===== src/rtl/seq_shifter.sv =====
// Multi-cycle 16-bit shifter: one 1-bit step per clock for SRL, SLA (with
// overflow detect) and ROL; mode 2'b11 passes the operand straight through.
module seq_shifter #(
    parameter logic [1:0] SRL = 2'b00,
    parameter logic [1:0] SLA = 2'b01,
    parameter logic [1:0] ROL = 2'b10
) (
    input  logic        clk,
    input  logic        rst,
    input  logic        Start,
    input  logic [15:0] Shift_In,
    input  logic [3:0]  Shift_Val,
    input  logic [1:0]  Mode,
    output logic [15:0] Shift_Out,
    output logic        Busy,
    output logic        Done,
    output logic        Ovf
);

    localparam int DATA_W = 16;

    typedef enum logic [1:0] {
        IDLE  = 2'b00,
        SHIFT = 2'b01,
        DONE  = 2'b10
    } state_t;

    state_t              state;
    state_t              state_nxt;
    logic                accept;
    logic [DATA_W-1:0]   data_q;
    logic [3:0]          cnt_q;
    logic [1:0]          mode_q;
    logic                ovf_q;

    function automatic logic [DATA_W-1:0] shift_step(input logic [1:0] m,
                                                     input logic [DATA_W-1:0] d);
        logic [DATA_W-1:0] r;
        r = d;
        if (m == SRL)
            r = {1'b0, d[DATA_W-1:1]};
        else if (m == SLA)
            r = {d[DATA_W-2:0], 1'b0};
        else if (m == ROL)
            r = {d[DATA_W-2:0], d[DATA_W-1]};
        return r;
    endfunction

    // Overflow of a left arithmetic step: the sign bit is about to be lost.
    function automatic logic sla_ovf(input logic [1:0] m,
                                     input logic [DATA_W-1:0] d);
        return (m == SLA) && (d[DATA_W-1] != d[DATA_W-2]);
    endfunction

    always_ff @(posedge clk or posedge rst) begin
        if (rst)
            state <= IDLE;
        else
            state <= state_nxt;
    end

    always_comb begin
        state_nxt = state;
        accept    = 1'b0;
        Busy      = 1'b0;
        Done      = 1'b0;
        case (state)
            IDLE: begin
                if (Start) begin
                    accept    = 1'b1;
                    state_nxt = ((Shift_Val == 4'd0) || (Mode == 2'b11)) ? DONE : SHIFT;
                end
            end
            SHIFT: begin
                Busy = 1'b1;
                if (cnt_q == 4'd1)
                    state_nxt = DONE;
            end
            DONE: begin
                Done = 1'b1;
                if (Start) begin
                    accept    = 1'b1;
                    state_nxt = ((Shift_Val == 4'd0) || (Mode == 2'b11)) ? DONE : SHIFT;
                end else begin
                    state_nxt = IDLE;
                end
            end
            default: state_nxt = IDLE;
        endcase
    end

    // Operands are latched only on an accepted Start, so input changes
    // during SHIFT cannot disturb the operation in flight.
    always_ff @(posedge clk or posedge rst) begin
        if (rst) begin
            data_q <= '0;
            cnt_q  <= '0;
            mode_q <= '0;
            ovf_q  <= 1'b0;
        end else if (accept) begin
            data_q <= Shift_In;
            cnt_q  <= Shift_Val;
            mode_q <= Mode;
            ovf_q  <= 1'b0;
        end else if (state == SHIFT) begin
            data_q <= shift_step(mode_q, data_q);
            cnt_q  <= cnt_q - 4'd1;
            if (sla_ovf(mode_q, data_q))
                ovf_q <= 1'b1;
        end
    end

    assign Shift_Out = data_q;
    assign Ovf       = ovf_q;

endmodule

===== config.mk =====
export PLATFORM = sky130hd
export DESIGN_NAME = seq_shifter
export DESIGN_NICKNAME = d
export VERILOG_FILES = /design/src/rtl/seq_shifter.sv
export SDC_FILE = /design/constraint.sdc
export NUM_CORES = 1
export LEC_CHECK = 0
export BUFFER_PORTS_ARGS = -buffer_cell sky130_fd_sc_hd__buf_2
export CAP_MARGIN = 20
export CORE_AREA = 2 2 60 62
export DETAILED_ROUTE_END_ITERATION = 16
export DIE_AREA = 0 0 62 64
export HOLD_SLACK_MARGIN = 0.02
export PLACE_DENSITY = 0.74
export SYNTH_ARGS = -nofsm -noshare
export SYNTH_HDL_FRONTEND = slang
export SYNTH_SLANG_ARGS = --single-unit

===== constraint.sdc =====
create_clock -name clk -period 1.3 [get_ports clk]
set_input_delay 0.065 -clock clk [delete_from_list [all_inputs] [get_ports clk]]
set_output_delay 0.065 -clock clk [all_outputs]
set_load 0.02 [all_outputs]

# Word-level counts from Yosys, hierarchy flattened
# Index checks and enable logic that the tools add are counted.
[totals]
regBits = 25
latchBits = 0
mem_bits_rw = 0
romBits = 0
memories = 0
[classes]
add_sub_neg = 1
n_mul = 0
div_mod_pow = 0
order_cmp = 0
n_eq_ne = 9
n_shift = 0
mux = 19
bitwise_logic = 0
reduce_logical = 12
[op_table]
columns = ["op", "n"]
rows = [
  ["16-bit two-way mux", 5],
  ["2-bit two-way mux", 4],
  ["4-bit two-way mux", 2],
  ["1-bit two-way mux", 7],
  ["2-bit equality test (second input constant)", 3],
  ["2-bit case mux with 3 select lines", 1],
  ["2-bit AND reduction", 3],
  ["2-bit by 1-bit equality test with 1-bit output (second input constant)", 2],
  ["4-bit by 1-bit equality test with 1-bit output (second input constant)", 1],
  ["2-bit zero test", 2],
  ["4-bit zero test", 1],
  ["2-bit inequality test (second input constant)", 2],
  ["2-bit nonzero test", 2],
  ["4-bit nonzero test", 1],
  ["4-bit by 1-bit subtractor with 4-bit output (second input constant)", 1],
  ["2-bit OR reduction", 1],
  ["1-bit logical AND", 1],
  ["1-bit logical OR", 1],
  ["1-bit inequality test", 1],
]

# Longest topological paths before layout
[depth]
word_depth = 6
ltp_mapped = 7
mapped_depth_nobuf = 5

# Worst setup path before layout
# Ideal clock, no wire load.
[synth_path]
path_type = "reg2reg"
from = "register mode_q[0]"
to = "register data_q[10], in the netlist Shift_Out[10]"
arrival_ns = 1.330
slack_ns = -0.117
path_stages_with_launch = 8
path_buffers = 2
synth_period_minus_slack_ns = 1.417
path_cell_list = "dfrtp_1 inv_1 ha_1 buf_4 nor2_2 buf_2 o211ai_1 o211ai_1"
[synth_between]
elab_chain_len = 5
word_cells_on_any_way = 9
cone_classes = "eq/ne: 2; mux: 4; reduce/logical: 3"
[synth_rtl]
columns = ["item", "line", "source"]
rows = [
  ["start, declared", "33", "logic [1:0] mode_q;"],
  ["start signal, assigned", "103", "mode_q <= Mode;"],
  ["2-bit by 1-bit equality test with 1-bit output", "42", "else if (m == SLA)"],
  ["16-bit two-way mux", "42", ""],
  ["16-bit two-way mux", "40", "if (m == SRL)"],
  ["16-bit two-way mux", "105", "end else if (state == SHIFT) begin"],
  ["16-bit two-way mux", "100", "end else if (accept) begin"],
  ["end signal, assigned", "101", "data_q <= Shift_In;"],
  ["end signal, assigned", "106", "data_q <= shift_step(mode_q, data_q);"],
  ["end, declared", "31", "logic [DATA_W-1:0] data_q;"],
]
# Parallel ways exist; a longest one is shown, timed or not. The select of a mux whose other input is x is not followed.
# A chain may end at the register's enable or synchronous reset.

# Worst setup path after layout
[layout_path]
from = "register cnt_q[0]"
to = "register cnt_q[3]"
[layout_between]
elab_chain_len = 3
[layout_rtl]
columns = ["item", "line", "source"]
rows = [
  ["start, declared", "32", "logic [3:0] cnt_q;"],
  ["start signal, assigned", "102", "cnt_q <= Shift_Val;"],
  ["start signal, assigned", "107", "cnt_q <= cnt_q - 4'd1;"],
  ["4-bit by 1-bit subtractor with 4-bit output", "107", ""],
  ["4-bit two-way mux", "105", ""],
  ["4-bit two-way mux", "100", ""],
]
# No other way between the ends. The select of a mux whose other input is x is not followed.

==> reports/qor.csv <==
metric,value,unit
rr_worst_depth,3,
violations,negative setup slack,
max_freq,685.8,MHz
first_pass_iters,4,
final.min_clock_period,1458,ps
globalplace.congestion,0.7432,
rsz0062_at_grt,true,
io_buffer_count,43,
postRouteWirelength,4.176,mm
vdd_drop_max,0.001360,V
die_w,62,um
cts_tree,yes,
cp-startpoint,cnt_q[0],
vias_per_cell,5.225,
tns,-301.4,ps
synth-seq-cells,25,
worst-path-max-fanout,2,
drtAntennaViolNets,0,
synth_area_leader_cell,dfrtp_1,
dieArea,3968,um2
hold_class,in -> reg,
reg2reg_slack,-160,ps
setup_viol,12,
finalNetCount,251,
seq_area_frac_synth,44.21,%
power_density,2737,nW/um2
num_vias,1395,
dpl_worst_slack,-141.0,ps
r2r_start,cnt_q[0],
mostFrequentLayoutCells,"42 x buf_2, 32 x o211ai_1, 24 x dfrtp_1",
timing.final.ws_setup,-158.1,ps
cp.required,1530,ps
core,3284,um2
synthCells,142,
drcViolationCount,0,
cts_root_buffer,clkbuf_4,
finalClockSkew,1.024,ps
clock_sink_count,25,
slew-limit-headroom,73.45,%
clockBufferDepth,2,
grt_antenna_before_repair,0,
drive_gt1_share,37.56,%
crit_path_top_delay_cell,dfrtp_1,
cap_violations,0,
avgSynthCellArea,9.966,um2
yosys.area.top_type_share,44.21,%
path_clk_slew,140,ps
p_leak,0.9707,nW
worstMarginPinSlew,393.1,ps
worstPathArrival,1690,ps
diodes,0,
h-tree-depth,1,
worstSetupPathType,reg -> reg,
overflow,0,
startpoint_type,register,
yosysUniqueCellTypes,32,
numCtsBuffers,3,
start_util,43.09,%
slowest_delay,400,ps
row_count,21,
finalPower,5.949,mW
status,finished with violations,
grt_pass1_wl,6.796,mm
drtIter0Drc,48,
cp-endpoint,cnt_q[3],
crit_path_end_kind,register,
synth_area,1415,um2
routedWlPerCell,15.64,um
worstPathCellList,or3_4 -> mux2_4 -> a221o_1,
dp_hpwl,2.767,mm
grt_pass1_vias,1491,
layout.cells.most_common,buf_2,
final_util,66.17,%
yosys_warnings,0,
die_height,64,um
hold_viol_final,0,
ios,44,
period_share,112.2,%
insertion_delay,330,ps
area_growth_syn_to_layout,53.58,%
track_usage,23.09,%
grt_max_degree,26,
synth_area_leaders,"dfrtp_1 44%, o211ai_1 17%, mux2i_1 9.9%, nand2_1 5.3%, ha_1 3.5%",
maxSlewViolCount,0,
r2r-end,cnt_q[3],
synthesis.nets,171,
## layer usage
layer	GRT usage, %	part of all wire [%]	vias up
li1	-	-	689
met1	29.51	43	664
met2	38.54	52	37
met3	2.834	3.2	5
met4	8.777	1.6	0
met5	0	0	-
## worst min path at each step
stage,startpoint,end,slack (ps),cells past startpoint
detailed placement,rst,cnt_q[2],140,3
floorplan,rst,Ovf,90,1
global route,Shift_Val[0],cnt_q[0],110,3
CTS,Shift_Val[0],cnt_q[0],80,3
global placement,rst,cnt_q[2],130,3
finish,Shift_Val[0],state[0],90,3
## critical path: cells and delay by family (launching register included)
kind	cells	cell delay, ps
flops	1	400
simple gates	1	390
compound gates	1	300
mux	1	260
## layout make-up
class	instances	area [um2]
Timing Repair Buffer	86	649.4
Tap cell	46	57.56
Multi-Input combinational cell	100	785.8
Inverter	6	27.53
Clock buffer	4	26.28
Sequential cell	25	626.9
Fill cell	272	1111
## sequential cells by signal (all words and copies together), names as in the netlist
name	flops
Shift_Out	16
cnt_q	4
mode_q	2
state	2
Ovf	1
## power by group
part	internal [mW]	leakage, nW	switching [mW]
registers	1.18	0.306	0.406
clock network	0.121	0.0150	0.247
logic	1.93	0.650	2.07
## stage by stage
step	cells	instance area, um2	hold slack (ps)
after global placement	238	1790	129.7
final	267	2173	91.14
after detailed placement	238	1790	138.4
after floorplan	142	1431	92.32
after global routing	267	2173	108.5
after CTS	265	2097	84.74
## logic make-up after synthesis
kind of cell,synth area share [%]
flops,44.21
compound gates,23.17
xor+xnor,0.6190
fa+ha+maj,3.537
mux,10.96
buf+inv,5.217
simple gates,12.29
## what timing repair did
action                     4_1_cts  5_1_grt
setup buffers                    1        3
setup endpoints to repair       18       22
resized for setup               14       17
pin swaps                       10       11
hold endpoints to repair        46        0
gates cloned                     0        0
hold buffers                    22        0
## cell usage after synthesis
| cell | instances |
|---|---|
| o211ai_1 | 32 |
| dfrtp_1 | 25 |
| nand2_1 | 20 |
| mux2i_1 | 14 |
| clkbuf_1 | 6 |
| inv_1 | 5 |
| buf_2 | 4 |
| ha_1 | 4 |
| a31oi_1 | 3 |
| nand3_1 | 2 |
| nor2_1 | 2 |
| nor2b_1 | 2 |
| nor3b_1 | 2 |
| o21ai_1 | 2 |
| o22ai_1 | 2 |
| a21oi_1 | 1 |
| a221o_1 | 1 |
| a22o_1 | 1 |
| buf_4 | 1 |
| clkinv_2 | 1 |
| mux2_4 | 1 |
| nand2b_1 | 1 |
| nand2b_2 | 1 |
| nand3b_1 | 1 |
| nand4b_1 | 1 |
| nor2_2 | 1 |
| nor3_1 | 1 |
| o21ai_0 | 1 |
| o21ai_2 | 1 |
| o41ai_1 | 1 |
| or3_4 | 1 |
| xor2_1 | 1 |
Note: power is estimated with default switching activity, not from simulation.
